### src/rtl/hwpe_ctrl_uloop_issue.sv
`default_nettype none
// ============================================================================
// Module      : hwpe_ctrl_uloop_issue
// Description : Pulls loop iterations from the uloop engine, forms per-stream
//               base+offset addresses and forks them to the streamers.
//               Optional macro HWPE_CTRL_ULOOP_ISSUE_PREFETCH_EN enables
//               multi-entry prefetch into the tuple FIFO.
// Revision    : 1.0 - initial release
// ============================================================================
module hwpe_ctrl_uloop_issue #(
    parameter int unsigned NB_STREAM  = 2,
    parameter int unsigned NB_REG     = 4,
    parameter int unsigned REG_WIDTH  = 32,
    parameter int unsigned ADDR_WIDTH = 32,
    parameter int unsigned FIFO_DEPTH = 2,
    parameter int unsigned CNT_WIDTH  = 16
) (
    input  logic                                 clk_i,
    input  logic                                 rst_ni,
    input  logic                                 clear_i,
    input  logic                                 start_i,
    input  logic [NB_STREAM*ADDR_WIDTH-1:0]      base_addr_i,
    input  logic [NB_STREAM*$clog2(NB_REG)-1:0]  offs_sel_i,
    output logic                                 uloop_enable_o,
    input  logic                                 uloop_valid_i,
    input  logic                                 uloop_done_i,
    input  logic [NB_REG*REG_WIDTH-1:0]          uloop_offs_i,
    output logic [NB_STREAM-1:0]                 stream_valid_o,
    input  logic [NB_STREAM-1:0]                 stream_ready_i,
    output logic [NB_STREAM*ADDR_WIDTH-1:0]      stream_addr_o,
    output logic                                 busy_o,
    output logic                                 done_o,
    output logic [CNT_WIDTH-1:0]                 nb_issued_o
);

    localparam int unsigned SEL_WIDTH   = $clog2(NB_REG);
    localparam int unsigned PTR_WIDTH   = $clog2(FIFO_DEPTH);
    localparam int unsigned OCC_WIDTH   = PTR_WIDTH + 1;
    localparam int unsigned EXT_WIDTH   = (REG_WIDTH > ADDR_WIDTH) ? REG_WIDTH : ADDR_WIDTH;
    localparam int unsigned TUPLE_WIDTH = NB_STREAM * ADDR_WIDTH;

    typedef enum logic [2:0] {
        IDLE  = 3'd0,
        REQ   = 3'd1,
        WAIT  = 3'd2,
        DRAIN = 3'd3,
        DONE  = 3'd4
    } state_t;

    state_t                          state_q, state_d;
    logic [TUPLE_WIDTH-1:0]          base_q;
    logic [NB_STREAM*SEL_WIDTH-1:0]  sel_q;
    logic [TUPLE_WIDTH-1:0]          fifo_mem [FIFO_DEPTH];
    logic [PTR_WIDTH-1:0]            wr_ptr_q, rd_ptr_q;
    logic [OCC_WIDTH-1:0]            occ_q;
    logic [NB_STREAM-1:0]            accepted_q;
    logic [CNT_WIDTH-1:0]            nb_issued_q;
    logic [REG_WIDTH-1:0]            offs_arr [NB_REG];
    logic [TUPLE_WIDTH-1:0]          tuple;
    logic [NB_STREAM-1:0]            handshake;
    logic                            fifo_empty, slot_free, push, pop;

    generate
        for (genvar r = 0; r < NB_REG; r++) begin : g_reg
            assign offs_arr[r] = uloop_offs_i[r*REG_WIDTH +: REG_WIDTH];
        end

        for (genvar s = 0; s < NB_STREAM; s++) begin : g_addr
            logic [SEL_WIDTH-1:0] sel;
            logic [EXT_WIDTH-1:0] offs_ext;
            assign sel      = sel_q[s*SEL_WIDTH +: SEL_WIDTH];
            assign offs_ext = EXT_WIDTH'(offs_arr[sel]);
            assign tuple[s*ADDR_WIDTH +: ADDR_WIDTH] =
                base_q[s*ADDR_WIDTH +: ADDR_WIDTH] + offs_ext[ADDR_WIDTH-1:0];
        end
    endgenerate

    assign fifo_empty     = (occ_q == '0);
    assign push           = (state_q == WAIT) && uloop_valid_i;
    assign stream_valid_o = {NB_STREAM{~fifo_empty}} & ~accepted_q;
    assign handshake      = stream_valid_o & stream_ready_i;
    // The head retires once every stream has taken it, now or earlier.
    assign pop            = ~fifo_empty && (&(accepted_q | handshake));

`ifdef HWPE_CTRL_ULOOP_ISSUE_PREFETCH_EN
    localparam logic [OCC_WIDTH-1:0] FULL_OCC = OCC_WIDTH'(FIFO_DEPTH);
    assign slot_free = (occ_q < FULL_OCC);
`else
    assign slot_free = fifo_empty;
`endif

    assign stream_addr_o = fifo_empty ? '0 : fifo_mem[rd_ptr_q];
    assign busy_o        = (state_q != IDLE);
    assign nb_issued_o   = nb_issued_q;

    always_ff @(posedge clk_i) begin
        if (!rst_ni || clear_i) begin
            state_q <= IDLE;
        end else begin
            state_q <= state_d;
        end
    end

    always_comb begin
        state_d        = state_q;
        uloop_enable_o = 1'b0;
        done_o         = 1'b0;
        unique case (state_q)
            IDLE: begin
                if (start_i) state_d = REQ;
            end
            REQ: begin
                if (slot_free) begin
                    uloop_enable_o = 1'b1;
                    state_d        = WAIT;
                end
            end
            WAIT: begin
                if (uloop_done_i)       state_d = DRAIN;
                else if (uloop_valid_i) state_d = REQ;
            end
            DRAIN: begin
                if (fifo_empty || (occ_q == OCC_WIDTH'(1) && pop)) state_d = DONE;
            end
            DONE: begin
                done_o  = 1'b1;
                state_d = IDLE;
            end
            default: state_d = IDLE;
        endcase
    end

    always_ff @(posedge clk_i) begin
        if (!rst_ni || clear_i) begin
            base_q      <= '0;
            sel_q       <= '0;
            wr_ptr_q    <= '0;
            rd_ptr_q    <= '0;
            occ_q       <= '0;
            accepted_q  <= '0;
            nb_issued_q <= '0;
        end else begin
            if (state_q == IDLE && start_i) begin
                base_q      <= base_addr_i;
                sel_q       <= offs_sel_i;
                nb_issued_q <= '0;
            end
            if (push) wr_ptr_q <= wr_ptr_q + 1'b1;
            if (pop) begin
                rd_ptr_q   <= rd_ptr_q + 1'b1;
                accepted_q <= '0;
                if (nb_issued_q != '1) nb_issued_q <= nb_issued_q + 1'b1;
            end else begin
                accepted_q <= accepted_q | handshake;
            end
            case ({push, pop})
                2'b10:   occ_q <= occ_q + 1'b1;
                2'b01:   occ_q <= occ_q - 1'b1;
                default: occ_q <= occ_q;
            endcase
        end
    end

    // Storage needs no reset: occupancy alone qualifies the contents.
    always_ff @(posedge clk_i) begin
        if (push) fifo_mem[wr_ptr_q] <= tuple;
    end

endmodule
`default_nettype wire

### config.mk
export PLATFORM = sky130hd
export DESIGN_NAME = hwpe_ctrl_uloop_issue
export DESIGN_NICKNAME = d
export VERILOG_FILES = /design/src/rtl/hwpe_ctrl_uloop_issue.sv
export SDC_FILE = /design/constraint.sdc
export NUM_CORES = 1
export LEC_CHECK = 0
export CAP_MARGIN = 30
export CORE_UTILIZATION = 35
export DETAILED_ROUTE_END_ITERATION = 10
export GPL_TIMING_DRIVEN = 0
export PLACE_DENSITY = 0.65
export SETUP_SLACK_MARGIN = 0.02
export SYNTH_ARGS = -nofsm -noshare
export SYNTH_HDL_FRONTEND = slang
export SYNTH_SLANG_ARGS = --single-unit
### constraint.sdc
create_clock -name clk_i -period 5.8 [get_ports clk_i]
set_input_delay 0.87 -clock clk_i [delete_from_list [all_inputs] [get_ports clk_i]]
set_output_delay 0.87 -clock clk_i [all_outputs]
set_load 0.1 [all_outputs]
### Word level (Yosys, flattened, before mapping)

Memories as Yosys holds them, arrays and structs flattened. A register that Yosys moved wholly into a read port is not among the register bits.
Index checks and enable logic that the tools add are counted.

* $add $sub $neg: 7
* order comparisons: 2
* equality and inequality tests: 12
* mux-type cells: 24
* bitwise gates (word level): 7
* reduce and logical (&&, ||, !) cells: 14

Operator list (number)
* $bmux W32 S2: 2
* $mux W32: 4
* $add A32 B32 Y32: 2
* $mux W64: 1
* $mux W16: 3
* $add A16 B1 Y16 const B: 1
* $ne A16 B16 Y1 const B: 1
* $mux W3: 5
* $pmux W3 S4: 1
* $mux W1: 7
* $eq A3 B2 Y1 const B: 2
* $ge A3 B3 Y1 const B: 2
* $ne A2 B2 Y1 const B: 3
* $not A2 Y3: 2
* $and A2 B2 Y2: 2
* $eq A2 B1 Y1 const B: 2
* $logic_and A1 B1 Y1: 4
* $pmux W2 S2: 1
* $reduce_and A4 Y1: 1
* $eq A3 B1 Y1 const B: 1
* $eq A3 B3 Y1 const B: 1
* $logic_not A3 Y1: 1
* $ne A3 B3 Y1 const B: 1
* $reduce_bool A3 Y1: 1
* other kinds (13): 15

* bits in registers: 93
* RAM bits: 128
* word-level logic and storage cells: 75
* memories kept: 1

Memory list
* fifo_mem: depth 2, bits a word 64, read ports 1, clocked after Yosys merged registers in 1, wr ports 1, RTL line 53 `logic [TUPLE_WIDTH-1:0] fifo_mem [FIFO_DEPTH];`

### Depth between registers and ports, before layout

* depth in word-level cells: 11
* mapped depth: 12
* gate-level depth less buffers: 10

### Worst setup path before layout

OpenSTA, ideal clock, no wires.

* path kind: input to register
* from: input port uloop_valid_i
* to: memory fifo_mem[0][0] in the netlist's numbering, enable pin
* arrival: 3.725 ns
* required time: 5.313 ns
* path slack: 1.589 ns
* stages on the path: 2
* path buffers: 0
* cell sequence: nand3_1 > nor2_1

* word-level cells in the longest chain between the ends: 3

Ends and longest elaborated chain
* from (decl): RTL line 25 `input logic uloop_valid_i,`
* $logic_and A1 B1 Y1: RTL line 79 `assign push = (state_q == WAIT) && uloop_valid_i;`
* $mux W1: RTL line 166 `if (push) fifo_mem[wr_ptr_q] <= tuple;`
* $mux W1 (not written as such): RTL line 166
* to (decl): RTL line 53

Every way passes these cells.

### Worst setup path after layout

* from: register sel_q[0]
* to: memory fifo_mem[1][31] in the netlist's numbering (data pin)

* word-level cells in the longest chain between the ends: 5

Ends and longest elaborated chain
* from (decl): RTL line 52 `logic [NB_STREAM*SEL_WIDTH-1:0] sel_q;`
* from (signal assigned): RTL line 145 `sel_q <= offs_sel_i;`
* $not A2 Y3 (not written as such): RTL line 72 `assign offs_ext = EXT_WIDTH'(offs_arr[sel]);`
* $bmux W32 S2: RTL line 72
* $mux W32 (not written as such) (2 in a row): RTL line 72
* $add A32 B32 Y32: RTL line 74 `base_q[s*ADDR_WIDTH +: ADDR_WIDTH] + offs_ext[ADDR_WIDTH-1:0];`
* net tuple[31]: RTL line 59 `logic [TUPLE_WIDTH-1:0] tuple;`

The timed path passes the listed nets, and every way through them passes these cells. The select of a mux whose other input is x is not followed.

==> impl_metrics.env <==
export IMPL_first_iter_violations=811
export IMPL_dr_pass1_iters=5
export IMPL_die_h_um=195
export IMPL_hold_depth=2
export IMPL_synth_edf_count=128
export IMPL_r2r_start="sel_q[0]"
export IMPL_clkTransAtPathRegs_ns=0.06
export IMPL_setup_viol=0
export IMPL_hold_path_class="reg -> reg"
export IMPL_fin_crit_ns=5.00
export IMPL_gr_usage_all_layers=0.221
export IMPL_drive_gt1_frac=0.0860
export IMPL_holdCritStartpoint="base_q[55]"
export IMPL_cts_tree="done"
export IMPL_die_area_um2=38200
export IMPL_ys_ff_latch=222
export IMPL_die_width_um=195
export IMPL_timing_slew_headroom=0.319
export IMPL_place_ws_ns=0.683
export IMPL_synth_warnings=0
export IMPL_worstPathArrival_ns=5.26
export IMPL_switching_share=0.252
export IMPL_num_fill_cells=3354
export IMPL_critical_path_max_fanout=10
export IMPL_status="finished clean"
export IMPL_start_kind="flip-flop"
export IMPL_cts_buffers_inserted=26
export IMPL_yosysMostFrequentCell="nand2_1"
export IMPL_cts_resized=0
export IMPL_initial_core_util=0.356
export IMPL_leakage_nw=6.35
export IMPL_cts_sink_count=222
export IMPL_slew_violations=0
export IMPL_finalHoldViolations=0
export IMPL_vias=11100
export IMPL_seq_power_share=0.420
export IMPL_drc_errors=0
export IMPL_maxCapViolCount=0
export IMPL_routed_via_density=5.33
export IMPL_fp_row_count=70
export IMPL_stdcell_area_um2=17800
export IMPL_port_buffer_count=288
export IMPL_dp_hpwl_mm=34.3
export IMPL_antenna_found_initial=8
export IMPL_finalNonFillerCells=2078
export IMPL_area_growth_pct=36.3
export IMPL_route_antenna_remaining_nets=0
export IMPL_yosysSeqAreaShare=0.438
export IMPL_coreArea_um2=36700
export IMPL_synthCells=1254
export IMPL_synth_cell_types=61
export IMPL_overflow=0
export IMPL_rr_worst_depth=11
export IMPL_cts_max_path_buffers=3
export IMPL_grt_start_max_net_pins=32
export IMPL_clk_latency_ns=0.52
export IMPL_wirelength_mm=42.9
export IMPL_crit_start="sel_q[0]"
export IMPL_postCtsHoldBufs=0
export IMPL_crit_required_ns=6.06
export IMPL_dp_cells=2025
export IMPL_first_global_vias=11100
export IMPL_powerDensity_nw_per_um2=231
export IMPL_place_congestion=0.883
export IMPL_p_int_mw=3.08
export IMPL_vdd_drop_max_uv=201
export IMPL_cts_setup_buffers=0
export IMPL_synthArstFlopShare=0
export IMPL_wl_per_cell_um=20.6
export IMPL_skew_ns=0.00787
export IMPL_clkPwrFrac=0.408
export IMPL_syn_area_um2=13100
export IMPL_ios=289
export IMPL_synth_top_area_cell="edfxtp_1"
export IMPL_critical_path_class="reg -> reg"
export IMPL_rsz0062_at_grt="false"
export IMPL_yosys_top_cells_count="nand2_1 (182), a21oi_1 (134), edfxtp_1 (128)"
export IMPL_p_sw_mw=1.04
export IMPL_fin_crit_sh=0.862
export IMPL_synth_area_leaders="edfxtp_1 (29%), dfxtp_1 (14%), mux4_2 (11%)"
export IMPL_h_tree_depth=1
export IMPL_critPathCaptureType="flip-flop"
export IMPL_timing_fmax_mhz=200
export IMPL_clockRootBuffer="clkbuf_16"
export IMPL_avgSynthCellArea_um2=10.4
export IMPL_placed_area_um2=16900
export IMPL_tightestPinTransition_ns=1.02
export IMPL_yosys_area_top_type_share=0.294
export IMPL_synth_nets=1526
export IMPL_combPwrFrac=0.172
export IMPL_setup_slack_ns=0.801
export IMPL_nets=1857
export IMPL_grt_first_pass_wirelength_mm=64.3
export IMPL_synth_flop_cell="edfxtp_1"
cells by family (layout without fill, tap and decap cells):
kind of cell	count (synthesis)	count (layout)	synth area share
and+or+nand+nor	388	388	0.129
AOI/OAI and AO/OA	293	293	0.138
DFF	222	222	0.438
muxes	129	129	0.160
buffers and inverters	90	441	0.0262
adders and majority gates	68	68	0.0662
xor gates and xnor gates	64	64	0.0429
other	0	5	0
per-stage QoR:
| step | util | hold slack [ns] | TNS, ns | total power, mW |
|---|---|---|---|---|
| 2_1_floorplan | - | 0.441 | 0 | 2.16 |
| 3_3_place_gp | 0.451 | 0.448 | -104.58 | 2.44 |
| 3_5_place_dp | 0.461 | 0.452 | 0 | 2.46 |
| 4_1_cts | 0.485 | 0.461 | 0 | 4.14 |
| 5_1_grt | 0.486 | 0.478 | 0 | 4.27 |
| 6_report | 0.486 | 0.459 | 0 | 4.11 |
worst paths after layout:
path                                        end  slack [ns]
worst max-delay path            fifo_mem[1][31]        0.80
worst min-delay path                 base_q[55]        0.46
worst max register to register  fifo_mem[1][31]        0.80
worst min register to register       base_q[55]        0.46
metal layers:
metal	part of all wire	up-vias	track usage
met5	0.0011	-	0
met4	0.016	8	0.0505
met3	0.060	54	0.0321
met2	0.48	365	0.372
met1	0.45	5346	0.300
li1	-	5311	-
final cells by class:
class / instances / area [um^2] / area share
Clock inverter: 8 / 67.6 / 0.00379
Multi-Input combinational cell: 942 / 7030 / 0.394
Antenna cell: 5 / 12.5 / 0.000702
Tap cell: 468 / 586 / 0.0329
Inverter: 20 / 75.1 / 0.00421
Buffer: 70 / 268 / 0.0150
Clock buffer: 40 / 838 / 0.0470
Sequential cell: 222 / 5730 / 0.321
Timing Repair Buffer: 303 / 3220 / 0.181
sequential cells by signal (all words and copies together), names as in the netlist, named ones only:
signal,count
occ_q,2
rd_ptr_q,1
wr_ptr_q,1
base_q,64
sel_q,4
fifo_mem,128
nb_issued_o,16
state_q,3
accepted_q,2
cell usage in the layout, fill, tap and decap left out, types with 5 or more instances in the layout:
cell type,n
a211oi_1,10
a21o_1,24
a21oi_1,134
a31oi_1,15
and2_1,12
and3_1,7
and4_1,6
buf_1,12
buf_16,8
clkbuf_1,59
clkbuf_16,30
clkbuf_8,5
clkdlybuf4s50_1,288
dfxtp_1,94
diode_2,5
edfxtp_1,128
ha_1,66
inv_1,20
mux2i_1,65
mux4_2,64
nand2_1,182
nand2b_1,6
nand3_1,22
nand4_1,9
nor2_1,107
nor2b_1,7
nor3_1,9
o21a_1,7
o21ai_0,48
o21bai_1,11
o31ai_1,7
or3_1,7
xnor2_1,44
xor2_1,20
power groups by stage:
stage / sequential (mW) / clock [mW] / combinational [mW]
6_report: 1.73 / 1.68 / 0.708
5_1_grt: 1.73 / 1.78 / 0.762
4_1_cts: 1.73 / 1.71 / 0.704
3_5_place_dp: 1.76 / 0 / 0.700
3_3_place_gp: 1.76 / 0 / 0.683
2_1_floorplan: 1.76 / 0 / 0.400
worst max-delay path, cell delays in order, from the launching register on:
cell       delay (ns)
dfxtp_1          0.30
clkbuf_1         0.49
buf_1            0.68
mux4_2           0.63
ha_1             0.36
nand2_1          0.08
or3b_1           0.39
a31oi_1          0.39
o31ai_1          0.22
a2111oi_0        0.68
o22ai_1          0.28
xnor2_1          0.20
No activity file was read; power rests on OpenSTA's default activity.
